$ cat src/rtl/hex_display_ctrl.sv
// hex_display_ctrl
// Seven-segment controller for the board HEX digits. It captures one debug
// page into a shadow register on a load strobe or on an auto-cycle dwell
// tick. Each nibble is decoded to an active-low {g,f,e,d,c,b,a} pattern.
// Leading-zero blanking and per-digit blinking are applied on top of that,
// and the segment pins are driven from a register.

module hex_display_ctrl #(
    parameter  int DIGITS  = 6,
    parameter  int PAGES   = 4,
    parameter  int BLINK_W = 24,
    parameter  int DWELL_W = 26,
    localparam int PW      = (PAGES > 1) ? $clog2(PAGES) : 1
) (
    input  logic                      clock,
    input  logic                      resetn,
    input  logic [PAGES*DIGITS*4-1:0] page_data,
    input  logic [PW-1:0]             page_sel,
    input  logic                      load,
    input  logic                      auto_en,
    input  logic                      lz_en,
    input  logic                      blink_en,
    input  logic [DIGITS-1:0]         blink_mask,
    output logic [PW-1:0]             page_idx,
    output logic [DIGITS*7-1:0]       seg
);

    // Nibble to active-low segment pattern, bit order {g,f,e,d,c,b,a}
    function automatic logic [6:0] hex_to_seg(input logic [3:0] nib);
        logic [6:0] pat;
        case (nib)
            4'h0:    pat = 7'b1000000;
            4'h1:    pat = 7'b1111001;
            4'h2:    pat = 7'b0100100;
            4'h3:    pat = 7'b0110000;
            4'h4:    pat = 7'b0011001;
            4'h5:    pat = 7'b0010010;
            4'h6:    pat = 7'b0000010;
            4'h7:    pat = 7'b1111000;
            4'h8:    pat = 7'b0000000;
            4'h9:    pat = 7'b0010000;
            4'hA:    pat = 7'b0001000;
            4'hB:    pat = 7'b0000011;
            4'hC:    pat = 7'b1000110;
            4'hD:    pat = 7'b0100001;
            4'hE:    pat = 7'b0000110;
            4'hF:    pat = 7'b0001110;
            default: pat = 7'b1111111;
        endcase
        return pat;
    endfunction

    logic [DIGITS*4-1:0] shadow_r;
    logic [PW-1:0]       page_idx_r;
    logic [BLINK_W-1:0]  blink_cnt_r;
    logic [DWELL_W-1:0]  dwell_cnt_r;
    logic [DIGITS*7-1:0] seg_r;

    logic [PW-1:0]       sel_idx_s;
    logic [PW-1:0]       next_idx_s;
    logic [DIGITS*4-1:0] sel_page_s;
    logic [DIGITS*4-1:0] next_page_s;
    logic                dwell_full_s;
    logic [DIGITS*7-1:0] seg_next_s;

    // Page selection: out-of-range selects fall back to page 0, auto step wraps
    always_comb begin
        sel_idx_s    = {PW{1'b0}};
        next_idx_s   = {PW{1'b0}};
        if (32'(page_sel) < PAGES) begin
            sel_idx_s = page_sel;
        end else begin
            sel_idx_s = {PW{1'b0}};
        end
        if (32'(page_idx_r) >= PAGES - 1) begin
            next_idx_s = {PW{1'b0}};
        end else begin
            next_idx_s = page_idx_r + PW'(1);
        end
        sel_page_s   = page_data[32'(sel_idx_s) * DIGITS * 4 +: DIGITS * 4];
        next_page_s  = page_data[32'(next_idx_s) * DIGITS * 4 +: DIGITS * 4];
        dwell_full_s = &dwell_cnt_r;
    end

    // Snapshot register, page index and dwell timer; load beats an auto tick
    always_ff @(posedge clock or negedge resetn) begin
        if (!resetn) begin
            shadow_r    <= {(DIGITS*4){1'b0}};
            page_idx_r  <= {PW{1'b0}};
            dwell_cnt_r <= {DWELL_W{1'b0}};
        end else if (load) begin
            shadow_r    <= sel_page_s;
            page_idx_r  <= sel_idx_s;
            dwell_cnt_r <= {DWELL_W{1'b0}};
        end else if (auto_en && dwell_full_s) begin
            shadow_r    <= next_page_s;
            page_idx_r  <= next_idx_s;
            dwell_cnt_r <= {DWELL_W{1'b0}};
        end else if (auto_en) begin
            shadow_r    <= shadow_r;
            page_idx_r  <= page_idx_r;
            dwell_cnt_r <= dwell_cnt_r + DWELL_W'(1);
        end else begin
            shadow_r    <= shadow_r;
            page_idx_r  <= page_idx_r;
            dwell_cnt_r <= dwell_cnt_r;
        end
    end

    // Free-running blink phase counter; its MSB is the blink phase
    always_ff @(posedge clock or negedge resetn) begin
        if (!resetn) begin
            blink_cnt_r <= {BLINK_W{1'b0}};
        end else begin
            blink_cnt_r <= blink_cnt_r + BLINK_W'(1);
        end
    end

    // Decode each digit, darkening leading zeros (top-down scan) and blinking digits
    always_comb begin
        logic nz_seen;
        logic dark;
        logic [3:0] nib;
        seg_next_s = {(DIGITS*7){1'b1}};
        nz_seen    = 1'b0;
        dark       = 1'b0;
        nib        = 4'h0;
        for (int i = DIGITS - 1; i >= 0; i--) begin
            nib     = shadow_r[4*i +: 4];
            nz_seen = nz_seen | (nib != 4'h0);
            dark    = (lz_en && !nz_seen && (i != 0)) ||
                      (blink_en && blink_cnt_r[BLINK_W-1] && blink_mask[i]);
            if (dark) begin
                seg_next_s[7*i +: 7] = 7'b1111111;
            end else begin
                seg_next_s[7*i +: 7] = hex_to_seg(nib);
            end
        end
    end

    // Segment output register; all digits dark while in reset
    always_ff @(posedge clock or negedge resetn) begin
        if (!resetn) begin
            seg_r <= {(DIGITS*7){1'b1}};
        end else begin
            seg_r <= seg_next_s;
        end
    end

    assign page_idx = page_idx_r;
    assign seg      = seg_r;

endmodule
$ cat config.mk
export PLATFORM = sky130hd
export DESIGN_NAME = hex_display_ctrl
export DESIGN_NICKNAME = d
export VERILOG_FILES = /design/src/rtl/hex_display_ctrl.sv
export SDC_FILE = /design/constraint.sdc
export NUM_CORES = 1
export LEC_CHECK = 0
export BUFFER_PORTS_ARGS = -buffer_cell sky130_fd_sc_hd__buf_4
export CAP_MARGIN = 20
export CORE_MARGIN = 5
export CORE_UTILIZATION = 38
export CTS_CLUSTER_DIAMETER = 50
export CTS_CLUSTER_SIZE = 12
export DETAILED_ROUTE_END_ITERATION = 8
export PLACE_DENSITY_LB_ADDON = 0.25
export SYNTH_ARGS = -nofsm -noshare
export SYNTH_HDL_FRONTEND = slang
export SYNTH_SLANG_ARGS = --single-unit
export TNS_END_PERCENT = 30
$ cat constraint.sdc
create_clock -name clock -period 2 [get_ports clock]
set_input_delay 0.4 -clock clock [delete_from_list [all_inputs] [get_ports clock]]
set_output_delay 0.4 -clock clock [all_outputs]
set_load 0.05 [all_outputs]
=== Yosys cells after proc, flatten, opt, wreduce, memory -nomap -nowiden ===
Memories as Yosys holds them, arrays and structs flattened.
Index checks and enable logic that the tools add are counted.

* Reduce and logical (&&, ||, !) cells: 31
* Multiply operators: 2
* Shift-type cells: 2
* Order comparisons: 1
* Bitwise logic cells: 4
* $add $sub $neg: 3
* Muxes and demuxes: 14

{| class="wikitable"
|+ Operator list
! cell !! number
|-
| indexed part select 96 x 8 -> 24 bit || 2
|-
| 2-to-1 mux 26 bit || 3
|-
| 2-to-1 mux 24 bit || 2
|-
| 2-to-1 mux 7 bit || 6
|-
| adder 26 x 1 -> 26 bit (second input constant) || 1
|-
| AND reduction 26 bit || 1
|-
| adder 24 x 1 -> 24 bit (second input constant) || 1
|-
| nonzero test 4 bit || 5
|-
| logical AND 1 bit || 13
|-
| multiplier 2 x 2 -> 4 bit (second input constant) || 2
|-
| 2-to-1 mux 2 bit || 3
|-
| logical NOT 1 bit || 5
|-
| logical OR 1 bit || 5
|-
| OR 1 bit || 4
|-
| nonzero test 3 bit || 1
|-
| adder 2 x 1 -> 2 bit (second input constant) || 1
|-
| >= comparator 2 bit (second input constant) || 1
|-
| nonzero test 2 bit || 1
|}

* Input bits: 110
* Memories kept: 6
* Word-level logic and storage cells: 68
* ROM bits: 672
* Bits in registers: 118

{| class="wikitable"
|+ Memories
! name !! words !! width !! rd ports !! clocked after Yosys merged registers in !! write ports !! line !! text
|-
| (name not given) || 16 || 7 || 1 || 0 || 0 || 31 || <nowiki>case (nib)</nowiki>
|-
| (name not given) || 16 || 7 || 1 || 0 || 0 || 31 ||
|-
| (name not given) || 16 || 7 || 1 || 0 || 0 || 31 ||
|-
| (name not given) || 16 || 7 || 1 || 0 || 0 || 31 ||
|-
| (name not given) || 16 || 7 || 1 || 0 || 0 || 31 ||
|-
| (name not given) || 16 || 7 || 1 || 0 || 0 || 31 ||
|}

=== Logic depth before layout (Yosys ltp) ===
* Word-level depth: 9
* Mapped depth: 7
* Depth with buffers taken out: 6

=== Worst setup path before layout ===
Ideal clock, no wire load.

* Path type: register to register
* From: register page_idx_r[0], in the netlist page_idx[0]
* To: register shadow_r[10]
* Data required time: 1.875 ns
* Arrival time: 2.403 ns
* Setup slack: -0.528 ns
* Path buffers: 1
* Cell stages (with the launch flop): 7
* Setup time: 0.125 ns
* Cells stage by stage: dfrtp_1 ha_1 nor3_1 a21oi_2 buf_2 mux4_2 mux2_4

* Longest elaborated chain between the ends: 6
* Elaborated cells between the ends (all ways): 7
* Classes of those cells: add/sub: 1; mul: 1; order compare: 1; shift: 1; mux: 3

{| class="wikitable"
|+ Ends and longest elaborated chain
! element !! line !! text
|-
| start: declaration || 54 || <nowiki>logic [PW-1:0] page_idx_r;</nowiki>
|-
| start signal: assignment || 89 || <nowiki>page_idx_r <= {PW{1'b0}};</nowiki>
|-
| start signal: assignment || 93 || <nowiki>page_idx_r <= sel_idx_s;</nowiki>
|-
| start signal: assignment || 97 || <nowiki>page_idx_r <= next_idx_s;</nowiki>
|-
| adder 2 x 1 -> 2 bit / >= comparator 2 bit (equally long branches) || 78, 75 ||
|-
| 2-to-1 mux 2 bit (*) || 75 || <nowiki>if (32'(page_idx_r) >= PAGES - 1) begin</nowiki>
|-
| multiplier 2 x 2 -> 4 bit (*) || 81 || <nowiki>next_page_s = page_data[32'(next_idx_s) * DIGITS * 4 +: DIGITS * 4];</nowiki>
|-
| indexed part select 96 x 8 -> 24 bit (*) || 81 ||
|-
| 2-to-1 mux 24 bit (*) || 95 || <nowiki>end else if (auto_en && dwell_full_s) begin</nowiki>
|-
| 2-to-1 mux 24 bit (*) || 91 || <nowiki>end else if (load) begin</nowiki>
|-
| end signal: assignment || 92 || <nowiki>shadow_r <= sel_page_s;</nowiki>
|-
| end signal: assignment || 96 || <nowiki>shadow_r <= next_page_s;</nowiki>
|-
| end signal: assignment || 100 || <nowiki>shadow_r <= shadow_r;</nowiki>
|-
| end: declaration || 53 || <nowiki>logic [DIGITS*4-1:0] shadow_r;</nowiki>
|}

Mark *: on every way between the ends. The rest lies on a longest branch, timed or not. The select of a mux whose other input is x is not followed.
A chain may end at the register's enable or synchronous reset.

=== Worst setup path after layout ===
* From: register dwell_cnt_r[4]
* To: register shadow_r[5]

* Longest elaborated chain between the ends: 3

{| class="wikitable"
|+ Ends and longest elaborated chain
! element !! line !! text
|-
| start: declaration || 56 || <nowiki>logic [DWELL_W-1:0] dwell_cnt_r;</nowiki>
|-
| start signal: assignment || 90 || <nowiki>dwell_cnt_r <= {DWELL_W{1'b0}};</nowiki>
|-
| start signal: assignment || 94 || <nowiki>dwell_cnt_r <= {DWELL_W{1'b0}};</nowiki>
|-
| start signal: assignment || 98 || <nowiki>dwell_cnt_r <= {DWELL_W{1'b0}};</nowiki>
|-
| AND reduction 26 bit || 82 || <nowiki>dwell_full_s = &dwell_cnt_r;</nowiki>
|-
| logical AND 1 bit || 95 ||
|-
| nonzero test 2 bit (no source line) || -- ||
|-
| end signal: assignment || 88 || <nowiki>shadow_r <= {(DIGITS*4){1'b0}};</nowiki>
|-
| end signal: assignment || 96 ||
|-
| end signal: assignment || 100 ||
|}

Every way passes these cells.

==> results.json <==
{
  "outcome": "finished, violations left",
  "violations": "setup timing",
  "finalCriticalPeriod_ns": 2.065,
  "hold_class": "in2reg",
  "p_leak_nw": 4.166,
  "route.detailed.drc": 0,
  "netlist_area_um2": 6787,
  "yosys.area.top_type": "dfrtp_1",
  "combPwrFrac_pct": 39.2,
  "antenna_left": 0,
  "dp_slack_ns": -0.08589,
  "tns_ns": -0.7615,
  "period_share_pct": 103.2,
  "fillers": 1515,
  "rsz0062_at_grt": "true",
  "crit_path_end_kind": "flop",
  "cts.path.max_buffers": 2,
  "diodes": 0,
  "gp_congestion": 0.8954,
  "cp_cell_sequence": "nand3_2 -> or4_4 -> o31ai_4 -> buf_6 -> clkbuf_16 -> mux2_2",
  "ys_top_cells_by_count": "dfrtp_1, nand2_1, dfstp_2, o211ai_1, ha_1",
  "ys.flop_type": "dfrtp_1",
  "yosysSeqAreaShare_pct": 44.28,
  "worstPathMaxFanout": 5,
  "route.vias.total": 5578,
  "hpwl_mm": 13.81,
  "power_density_nw_per_um2": 1180,
  "tightest_slew_ns": 0.5659,
  "clk_latency_ns": 0.41,
  "crit_path_top_delay_cell": "or4_4",
  "synth-xor-area-share_pct": 4.130,
  "synth.mux.area_fraction_pct": 14.07,
  "cts_tree": "yes",
  "synth_top_family_by_area": "simple AND/OR/NAND/NOR gates",
  "intPower_mw": 7.077,
  "syn-num-nets": 752,
  "cap_violations": 0,
  "p_clk_share_pct": 29.3,
  "gr-total-overflow": 0,
  "finClkSkew_ns": 0.009285,
  "synth_adder_area_share_pct": 6.268,
  "max_stage_delay_ns": 0.55,
  "core_area_um2": 17420,
  "cts_buffers": 17,
  "ctsRootBufferMaster": "clkbuf_16",
  "drive_above_1_share_pct": 43.98,
  "die_x_um": 143.6,
  "cp_data_required_time_ns": 2.29,
  "yosysMostFrequentCell": "dfrtp_1",
  "grt_max_degree": 39,
  "die_h_um": 143.6,
  "htree_levels": 4,
  "setup_viol": 24,
  "arrival_ns": 2.36,
  "synth-compound-area-share_pct": 12.22,
  "final_nets": 961,
  "ioPinCount": 154,
  "pwr-share-seq_pct": 31.6,
  "wire_per_inst_um": 17.08,
  "hold_violations": 0,
  "place.port_buffers": 153,
  "synth_cell_types": 53,
  "wirelength_mm": 18.02,
  "cts.sinks": 118,
  "slew_violations": 0,
  "switching_share_pct": 36.27,
  "synthArstFlopShare_pct": 100.0,
  "synth-simple-area-share_pct": 15.19,
  "dr.pass1.iters": 5,
  "dieArea_um2": 20630,
  "via_per_inst": 5.287,
  "relSlewSlack_pct": 62.14,
  "avgSynthCellArea_um2": 11.16,
  "p_switching_mw": 4.028,
  "grt_pass1_wl_mm": 28.76,
  "synth-seq-cells": 118,
  "fin_ws_ns": -0.06479,
  "crit_type": "reg2reg",
  "synth_cells": 608,
  "grt_pass1_vias": 5725,
  "ir_drop_mv": 0.8541,
  "grt_use_total_pct": 17.59,
  "drt_iter0_drc": 346,
  "cts.clk_slew.worst_paths_ns": 0.06,
  "max_freq_ghz": 0.4843,
  "start_util_pct": 38.97,
  "synth_edf_count": 0,
  "rows": 48,
  "start_kind": "flop",
  "ys_warn_count": 0,
  "synth_top_area_share_pct": 28.02,
  "area_growth_pct": 38.64,
  "antenna_found_initial": 0,
  "synthTopCellsByArea": "dfrtp_1, dfstp_2, mux4_2"
}
[logic make-up after synthesis]
kind of cell,Yosys count
simple gates,193
fa+ha+maj,34
mux,57
buf+inv,58
compound gates,116
xor+xnor,32
flops,118
[repair_timing]
item,CTS,global route
hold endpoints to repair,34,0
gates cloned,1,1
resized for setup,10,13
endpoints found under the setup margin,41,64
hold buffers,1,0
setup buffers,5,2
pin swaps,1,0
[critical path, delay by kind of cell (launching register included)]
| family | cells | cell delay [ns] |
|---|---|---|
| simple gates | 2 | 0.66 |
| flops | 1 | 0.36 |
| buf+inv | 2 | 0.31 |
| compound gates | 1 | 0.30 |
| mux | 1 | 0.32 |
[metal layers]
metal / track usage, % / vias to the layer above / wire, um
met5: 0 / - / 0
met2: 28.94 / 160 / 8917
met3: 4.293 / 30 / 1061
li1: - / 2672 / -
met1: 22.85 / 2716 / 7697
met4: 5.897 / 0 / 343
[power groups by stage]
stage / clock network (mW) / registers [mW] / logic (mW)
floorplan: 0 / 4.91 / 1.54
global placement: 0 / 3.52 / 4.23
detailed placement: 0 / 3.54 / 4.29
CTS: 3.31 / 3.51 / 4.34
global route: 3.41 / 3.57 / 4.63
finish: 3.25 / 3.50 / 4.35
[sequential cells by signal, indices dropped and copies added, names as in the netlist]
signal	flops
seg	42
dwell_cnt_r	26
page_idx	2
blink_cnt_r	24
shadow_r	24
[area by class of cell]
class                           instances  area, um2  area share, %
Clock inverter                          8      143.9          1.529
Sequential cell                       118       3008          31.97
Tap cell                              225      281.5          2.992
Inverter                               27      101.3          1.077
Clock buffer                           24      491.7          5.226
Timing Repair Buffer                  221       1773          18.84
Multi-Input combinational cell        432       3610          38.36
[per-stage QoR]
step                cell area, um2  utilization (%)  hold WS [ns]  power, mW  instances
detailed placement            8603            49.40        0.4127      7.836       1014
CTS                           9344            53.65        0.2709      11.16       1053
floorplan                     6840                -        0.1044      6.447        608
finish                        9409            54.02        0.2818      11.10       1055
global placement              8603            49.40        0.4046      7.749       1014
global route                  9409            54.02        0.2708      11.61       1055
[cell usage in the layout, fill, tap and decap left out, drive strengths merged, types with 9 or more instances in the layout]
| cell | n |
|---|---|
| mux4 | 25 |
| xnor2 | 21 |
| a21oi | 24 |
| o31ai | 11 |
| mux2 | 27 |
| o21ai | 9 |
| nor3 | 13 |
| inv | 27 |
| buf | 219 |
| nand2b | 16 |
| nand4 | 13 |
| clkbuf | 25 |
| xor2 | 11 |
| nand2 | 52 |
| nor2 | 25 |
| ha | 34 |
| dfstp | 42 |
| or4 | 11 |
| o211ai | 41 |
| nand3 | 26 |
| o311ai | 10 |
| dfrtp | 76 |
[final timing paths]
kind	start	end	slack [ns]	cells past startpoint
max	dwell_cnt_r[4]	shadow_r[5]	-0.06	6
min	page_sel[0]	page_idx[0]	0.28	2
max reg2reg	dwell_cnt_r[4]	shadow_r[5]	-0.06	6
min reg2reg	blink_cnt_r[9]	blink_cnt_r[9]	0.47	1
max in group asynchronous	resetn	seg[36]	0.84	3
min in group asynchronous	resetn	blink_cnt_r[20]	0.50	2
(Power assumes the default switching activity.)
